--- config.mk ---
export PLATFORM = sky130hd
export DESIGN_NAME = stream_mux_rr
export DESIGN_NICKNAME = d
export VERILOG_FILES = /design/src/rtl/stream_mux_rr_pkg.sv /design/src/rtl/stream_mux_rr_arbiter.sv /design/src/rtl/stream_mux_rr.sv
export SDC_FILE = /design/constraint.sdc
export NUM_CORES = 1
export LEC_CHECK = 0
export CAP_MARGIN = 20
export CORE_ASPECT_RATIO = 0.75
export CORE_MARGIN = 5
export CORE_UTILIZATION = 41
export DETAILED_ROUTE_END_ITERATION = 16
export PLACE_DENSITY = 0.84
export RECOVER_POWER = 25
export SYNTH_ARGS = -nofsm -noshare
export SYNTH_HDL_FRONTEND = slang
export SYNTH_SLANG_ARGS = --single-unit
--- constraint.sdc ---
create_clock -name clk -period 4.1 [get_ports clk]
set_clock_uncertainty 0.2 [all_clocks]
set_input_delay 0.82 -clock clk [delete_from_list [all_inputs] [get_ports clk]]
set_output_delay 0.82 -clock clk [all_outputs]
set_load 0.02 [all_outputs]
--- src/rtl/stream_mux_rr_pkg.sv ---
// Shared types for the round-robin stream multiplexer.
// Only the select-mode encoding lives here; widths are derived locally.
package stream_mux_rr_pkg;

  typedef enum logic {
    ModeRr    = 1'b0,
    ModeFixed = 1'b1
  } mode_e;

endpackage

--- src/rtl/stream_mux_rr_arbiter.sv ---
// Combinational rotating-priority arbiter: the first requester at or after ptr wins,
// scanning upward and wrapping modulo N.
module rr_arbiter #(
  parameter int unsigned N = 4,
  localparam int unsigned CW = $clog2(N)
) (
  input  logic [N-1:0]  req,
  input  logic [CW-1:0] ptr,
  output logic [CW-1:0] gnt_idx,
  output logic          gnt_vld
);

  int unsigned idx;

  always_comb begin
    gnt_vld = 1'b0;
    gnt_idx = '0;
    idx     = 0;
    for (int unsigned k = 0; k < N; k++) begin
      idx = (32'(ptr) + k) % N;
      if (!gnt_vld && req[idx]) begin
        gnt_vld = 1'b1;
        gnt_idx = CW'(idx);
      end
    end
  end

endmodule

--- src/rtl/stream_mux_rr.sv ---
// N-channel valid/ready stream mux with a registered output stage.
// Channel choice comes from round-robin arbitration or an external fixed select.
module stream_mux_rr
  import stream_mux_rr_pkg::*;
#(
  parameter int unsigned N = 4,
  parameter int unsigned W = 8,
  localparam int unsigned CW = $clog2(N)
) (
  input  logic            clk,
  input  logic            rst_n,
  input  logic            mode,
  input  logic [CW-1:0]   sel,
  input  logic [N-1:0]    in_valid,
  input  logic [N*W-1:0]  in_data,
  output logic [N-1:0]    in_ready,
  output logic            out_valid,
  output logic [W-1:0]    out_data,
  output logic [CW-1:0]   out_ch,
  input  logic            out_ready
);

  logic [CW-1:0] ptr_q, ptr_d;
  logic [CW-1:0] rr_idx, g;
  logic          rr_vld, gv;
  logic          ld, xfer;
  logic          out_valid_q;
  logic [W-1:0]  out_data_q;
  logic [CW-1:0] out_ch_q;

  rr_arbiter #(
    .N(N)
  ) u_arb (
    .req     (in_valid),
    .ptr     (ptr_q),
    .gnt_idx (rr_idx),
    .gnt_vld (rr_vld)
  );

  // Fixed mode overrides the arbiter; an out-of-range select grants nothing.
  always_comb begin
    g  = rr_idx;
    gv = rr_vld;
    if (mode_e'(mode) == ModeFixed) begin
      g  = sel;
      gv = 1'b0;
      if (32'(sel) < N) begin
        gv = in_valid[sel];
      end
    end
  end

  assign ld   = !out_valid_q || out_ready;
  assign xfer = rst_n && ld && gv;

  always_comb begin
    in_ready = '0;
    for (int unsigned i = 0; i < N; i++) begin
      in_ready[i] = xfer && (g == CW'(i));
    end
  end

  assign ptr_d = (32'(g) == N - 1) ? '0 : g + 1'b1;

  always_ff @(posedge clk) begin
    if (!rst_n) begin
      out_valid_q <= 1'b0;
      out_data_q  <= '0;
      out_ch_q    <= '0;
      ptr_q       <= '0;
    end else begin
      if (ld) begin
        out_valid_q <= gv;
        if (gv) begin
          out_data_q <= in_data[32'(g) * W +: W];
          out_ch_q   <= g;
        end
      end
      if (xfer) begin
        ptr_q <= ptr_d;
      end
    end
  end

  assign out_valid = out_valid_q;
  assign out_data  = out_data_q;
  assign out_ch    = out_ch_q;

endmodule

==> summary.md, run 1 <==
| Metric | Value |
|---|---|
| Synth warn | 0 |
| Drt drc | 0 |
| RePlAce Congestion | a little under 0.9 |
| Worst slew margin | between 50% and 60% |
| CP startpoint kind | primary input |
| Post-Place Cells | ~210 |
| Mux cell area share after synthesis | under 10% |
| Total setup buffers inserted after CTS | 0 |
| Compound-Gate Fraction of Synth Area | between 30% and 40% |
| Worst Path Arrival | just under 3 ns |
| Layout cell share with drive strength beyond 1 | 12.5% |
| Setup-failing EPs final | 0 |
| Number of synthesized flops with an enable pin | 0 |
| Synth Area in Simple Gates | roughly 26% |
| WL per Instance | between 15 and 20 µm |
| Delay-heaviest family, CP | buffers and inverters |
| Largest family of logic cells by synthesized area | compound AO/OA/AOI/OAI gates |
| Post-synthesis cell type count | 33 |
| Min-delay src | out_data[3] |
| CTS buffer count | 3 |
| Ys async rst share | 0% |
| Post-CTS sizing | 0 |
| Area grow syn2layout | 62.7% |
| Hold depth | 2 |
| Worst hold margin | 0.306 ns |
| Via-to-Cell Ratio | around 6 |
| Root Buffer | clkbuf_4 |
| Design area | roughly 1700 µm² |
| Hold buffers post-CTS | 0 |
| Via count | 1,306 |
| Crit-path max cell delay | between 0.6 and 0.7 ns |
| Core footprint | ~2400 µm² |
| Final ANT Viol Nets | 0 |
| Hold WC Path Type | reg -> reg |
| Tot Pwr | between 400 and 500 µW |
| Clock transition at path regs | approximately 0.080 ns |
| Critical path class | in -> out |
| Final Hold Viols | 0 |
| Post-synthesis cell count | between 100 and 150 |
| Reg2reg path depth | 6 |
| CTS Buffer Depth | 2 |
| WL final | between 3 and 4 mm |
| Worst R2R Setup Slack | between 2 and 2.5 ns |
| Leakage power | between 0.0006 and 0.0007 µW |
| Hold EP | out_data[3] |
| Fmax | 254 MHz |
| Worst Setup End Kind | output pin |
| I/O Buffers | 56 |
| Mean Syn Cell Area | 8.43 µm² |
| Die width | ~70 µm |
| Initial DRC Count | 105 |
| Diode count | 0 |
| Total global routing track utilization | about a fifth |
| CP Max Fanout | 6 |
| Setup tns final | 0 ns |
| NumNets Final | between 200 and 250 |
| Minimum clock period | around 3.9 ns |
| Number of max-cap violations | 0 |
| Final period util | a little over nine tenths |
| Status | completed |
| Worst path slowest cell | clkdlybuf4s50_1 |
| Global route total overflow | 0 |
| Global-route wire length before repair | about 5.7 mm |
| Post-Synthesis Cell Area | about 1000 µm² |
| Vias in the first global route | roughly 1,300 |
| Layout Cells excl Fill | 218 |
| Max-slew violations | 0 |
| Sink Count | 13 |
| Worst Path Buf+Inv | 2 |
| Crit path required time | a little over 3 ns |
| Die extent in y | 53.6 µm |
| Depth of the CTS H-tree | 1 |
| PwrDens | ~260 nW/µm² |
| Initial core utilization | 43.9% |
| Antenna violations before repair | 0 |
| RSZ-0062 raised after global routing | no |
| Largest net degree at the start of global routing | 18 |
| Clock latency on the worst-skew pair | between 0.2 and 0.3 ns |
| 1st-pass router iterations | 4 |
| Core Rows | 15 |
| Most common cell after layout, fill and taps aside | clkdlybuf4s50_1 |
| Peak supply drop | 0.162 mV |
| Register bit total from synthesis | 13 |
| Die area | ~3600 µm² |
| Least-Margin Pin Slew | 0.694 ns |
| Post-synthesis adder-cell area fraction | 0% |
| Cell-by-cell trace of the critical path | clkdlybuf4s50_1, or2_1, nor4_2, nor4_2, nand2_1, nor2_1, clkdlybuf4s50_1 |
| Area after DPL | approximately 1700 µm² |
| DP Wirelength | a little over 3 mm |
| Mapped Nets | around 170 |
| R2r startpoint | ptr_q[0] |
| Fraction of synthesized cell area in xor and xnor cells | 0% |
| Most frequent cells in the layout | 49 x clkdlybuf4s50_1, 13 x dfxtp_1, 12 x buf_4, 10 x nor2_1, 10 x nand3_1 |
| CTS tree | done |
| R2r endpoint | out_data[1] |
| Synth Flop Type | dfxtp_1 |
| Sequential area share after synthesis | between 20 and 30% |
| IO Pins | 57 |
-- layer usage --
layer / vias to the layer above / part of all wire, % / global-route usage [%]
met5: - / 0 / 0
met4: 0 / 1.9 / 7.59
met3: 8 / 9.9 / 3.76
met2: 77 / 46 / 34.1
met1: 612 / 42 / 26.6
li1: 609 / - / -
-- worst min-delay path: stages, from the launching register on --
cell and delay (ns):
dfxtp_1 0.31, nand3_1 0.06, o211ai_1 0.09
-- Yosys cell counts (2+ instances only) --
cell type,number,area share [%]
a2111o_1,8,8.7
a21oi_1,2,0.97
buf_2,3,1.4
buf_6,4,4.3
clkbuf_1,4,1.4
dfxtp_1,13,25
inv_1,3,1.1
mux2_2,2,2.2
mux2i_1,8,7.7
nand2_1,7,2.5
nand2_2,2,1.2
nand2b_1,3,1.8
nand3_1,10,4.8
nand4_1,8,4.8
nor2_1,10,3.6
nor2b_1,2,1.2
o2111a_1,2,2.2
o2111ai_1,2,1.7
o211ai_1,8,5.8
o31ai_1,9,6.5
-- power breakdown --
| group | leakage (µW) | internal (µW) | switching (µW) |
|---|---|---|---|
| clock network | 0.0000150 | 37.6 | 40.9 |
| registers | 0.000108 | 143 | 11.4 |
| logic | 0.000544 | 105 | 101 |
-- final cells by class --
type | instances | area [µm²]
multi-input cells | 96 | 697
fillers | 193 | 677
repair buffers | 68 | 651
flip-flops and latches | 13 | 260
well taps | 34 | 42.5
clock buffers | 4 | 26.3
inverters | 3 | 11.3
-- cells by family (layout without fill, tap and decap cells) --
family	after synthesis	in the layout
DFF	13	13
AOI/OAI and AO/OA	37	37
and+or+nand+nor	49	49
buffers and inverters	14	75
muxes	10	10
-- metrics by stage --
stage                     setup slack [ns]  utilization (%)
after floorplan                       1.01                -
after global placement               0.129             70.0
after detailed placement            0.0862             70.0
after CTS                           0.0780             71.1
after global routing                0.0534             71.4
final                                0.166             71.4
-- state kept, by name (all words and copies together) (netlist names) --
name / flops
ptr_q: 2
out_ch: 2
out_data: 8
out_valid: 1
-- worst max-delay path by stage --
stage                startpoint           to  slack, ns  cells past startpoint
CTS                 in_valid[1]  in_ready[1]       0.08                      7
floorplan                 rst_n  in_ready[0]       1.01                      5
global placement    in_valid[1]  in_ready[1]       0.13                      7
detailed placement  in_valid[1]  in_ready[1]       0.09                      7
global route        in_valid[1]  in_ready[2]       0.05                      7
finish              in_valid[1]  in_ready[1]       0.17                      7
Power figures use the tool's default switching activity.
==> run 2, diff against run 1 <==
CAP_MARGIN = 5   (was 20)
CELL_PAD_IN_SITES_DETAIL_PLACEMENT = 0   (was default)
CELL_PAD_IN_SITES_GLOBAL_PLACEMENT = 1   (was default)
CORE_UTILIZATION = 29   (was 41)
PLACE_DENSITY = default   (was 0.84)
PLACE_DENSITY_LB_ADDON = 0.1   (was default)
==> run 2 against run 1 <==
Utilization fell by 20 points. Setup slack gained 0.054 ns. Critical path depth did not move. Non-clock buffer count unchanged. Total power rose by 8.5%. Via count is 6.4% lower. Wire length increased by 1.5%. Clock power rose by 49%. Register-to-register slack about the same. Die area is 34% higher. Critical endpoint is now in_ready[3]. Largest cell class unchanged.
==> summary.md, run 2 (synthesis results as in run 1) <==
| Metric | Value |
|---|---|
| Max-slew violations | 0 (unchanged) |
| Initial core utilization | 30.9% (-13 points) |
| CTS tree | done |
| Tot Pwr | 475 µW (+8.5%) |
| Worst R2R Setup Slack | 2.10 ns (about the same) |
| Global route total overflow | 0 (unchanged) |
| Via count | 1,222 (-6.4%) |
| Fmax | 258 MHz (+1.4%) |
| Total setup buffers inserted after CTS | 0 (unchanged) |
| Min-delay src | out_data[4] |
| Clock latency on the worst-skew pair | 0.24 ns (-0.03 ns) |
| NumNets Final | 227 (unchanged) |
| PwrDens | 276 nW/µm² (+6.2%) |
| Diode count | 0 (unchanged) |
| Core footprint | 3360 µm² (+42%) |
| Sink Count | 13 (unchanged) |
| RePlAce Congestion | 0.803 (-8.5%) |
| Most frequent cells in the layout | 47 x clkdlybuf4s50_1, 13 x dfxtp_1, 12 x buf_4, 10 x nor2_1, 10 x nand3_1 |
| Reg2reg path depth | 6 (unchanged) |
| CTS Buffer Depth | 2 (unchanged) |
| Hold WC Path Type | reg -> reg |
| Worst hold margin | 0.297 ns (-0.00860 ns) |
| Via-to-Cell Ratio | 5.46 (-8.9%) |
| Final ANT Viol Nets | 0 (unchanged) |
| Status | completed |
| Worst slew margin | 55.7% (+2.3 points) |
| Initial DRC Count | 62 (-41%) |
| Layout Cells excl Fill | 224 (+2.8%) |
| Post-Place Cells | 220 (+2.8%) |
| Largest net degree at the start of global routing | 18 (unchanged) |
| Post-CTS sizing | 0 (unchanged) |
| Die width | 79.1 µm (+16%) |
| Total global routing track utilization | 15.9% (-4.7 points) |
| R2r startpoint | ptr_q[0] |
| WL final | 3.74 mm (+1.5%) |
| Hold buffers post-CTS | 0 (unchanged) |
| RSZ-0062 raised after global routing | no |
| Crit-path max cell delay | 0.61 ns (about the same) |
| Worst Path Arrival | 2.86 ns (-0.05 ns) |
| CP startpoint kind | primary input |
| Critical path's most frequent cell | clkdlybuf4s50_1 |
| Setup tns final | 0 ns (unchanged) |
| Delay-heaviest family, CP | buffers and inverters |
| Clock transition at path regs | 0.06 ns (-0.02 ns) |
| Global-route wire length before repair | 5.89 mm (+4.1%) |
| CP Max Fanout | 5 (-1) |
| Die area | 4890 µm² (+34%) |
| R2r endpoint | out_data[5] |
| Root Buffer | clkbuf_8 |
| IO Pins | 57 (unchanged) |
| Max reg flops | 8 (unchanged) |
| Layout cell share with drive strength beyond 1 | 13.0% (+0.54 points) |
| Peak supply drop | 0.149 mV (-8.2%) |
| Worst path slowest cell | clkdlybuf4s50_1 |
| Antenna violations before repair | 0 (unchanged) |
| Final Hold Viols | 0 (unchanged) |
| Worst Setup End Kind | output pin |
| Core Rows | 18 (+3) |
| Critical path class | in -> out |
| Setup-failing EPs final | 0 (unchanged) |
| Drt drc | 0 (unchanged) |
| Area grow syn2layout | 66.2% |
| Leakage power | 0.000709 µW (+6.4%) |
| Minimum clock period | 3.88 ns (-0.0543 ns) |
| Die extent in y | 61.8 µm (+15%) |
| Hold depth | 2 (unchanged) |
| DP Wirelength | 2.98 mm (-1.3%) |
| Hold EP | out_data[4] |
| Number of max-cap violations | 0 (unchanged) |
| WL per Instance | 16.7 µm (-1.2%) |
| Worst Path Buf+Inv | 2 (unchanged) |
| Vias in the first global route | 1,173 (-10%) |
| Least-Margin Pin Slew | 0.660 ns (-0.0344 ns) |
| 1st-pass router iterations | 4 (unchanged) |
| Crit path required time | 3.08 ns (about the same) |
| Final period util | 94.6% (-1.3 points) |
| Most common cell after layout, fill and taps aside | clkdlybuf4s50_1 |
| Cell-by-cell trace of the critical path | clkdlybuf4s50_1, nand3_1, a31oi_1, o31ai_2, nand2_1, nor2_1, clkdlybuf4s50_1 |
| I/O Buffers | 56 (unchanged) |
| CTS buffer count | 3 (unchanged) |
| Depth of the CTS H-tree | 1 (unchanged) |
## run 2: changes by cell type in the layout (fill, tap and decap cells not counted)
cell | before | now
clkbuf_4 | 3 | 0
clkbuf_8 | 0 | 3
o31ai_1 | 9 | 8
o31ai_2 | 0 | 1
dlymetal6s2s_1 | 0 | 2
clkdlybuf4s50_1 | 49 | 47
## run 2: worst max-delay path by stage
stage,slack [ns],cells after the start,startpoint,end
CTS,0.05,7,in_valid[0],in_ready[3]
floorplan,1.01,5,rst_n,in_ready[0]
global placement,0.07,7,in_valid[0],in_ready[2]
finish,0.22,7,in_valid[0],in_ready[3]
global route,0.05,7,in_valid[1],in_ready[3]
detailed placement,0.07,7,in_valid[0],in_ready[3]
## run 2: cell type report
type	instances	area (µm²)
Fill cell	333	1630
Inverter	3	11.3
Multi-Input combinational cell	96	702
Clock buffer	4	45.0
Timing Repair Buffer	68	656
Sequential cell	13	260
Tap cell	40	50.0
## run 2: through the flow
stage	instance area [µm²]	util, %	setup slack (ns)
5_1_grt	1720	51.4	0.0495
2_1_floorplan	1040	-	1.01
4_1_cts	1710	50.9	0.0464
6_report	1720	51.4	0.220
3_3_place_gp	1660	49.6	0.0734
3_5_place_dp	1660	49.6	0.0716
## run 2: routing by layer
layer	global-route usage, %	vias up	wire [µm]
met5	0	-	0
met4	6.13	0	47
met3	4.47	5	406
met2	22.8	59	1500
met1	22.5	547	1780
li1	-	611	-
## run 2: worst min-delay path: stages, from the launching register on
cell and delay, ns:
dfxtp_1 0.31, nand3_1 0.06, o211ai_1 0.08
## run 2: power breakdown
part / internal (µW) / switching (µW)
clock: 68.8 / 48.1
combinational: 105 / 101
sequential: 143 / 10.2
total: 316 / 159
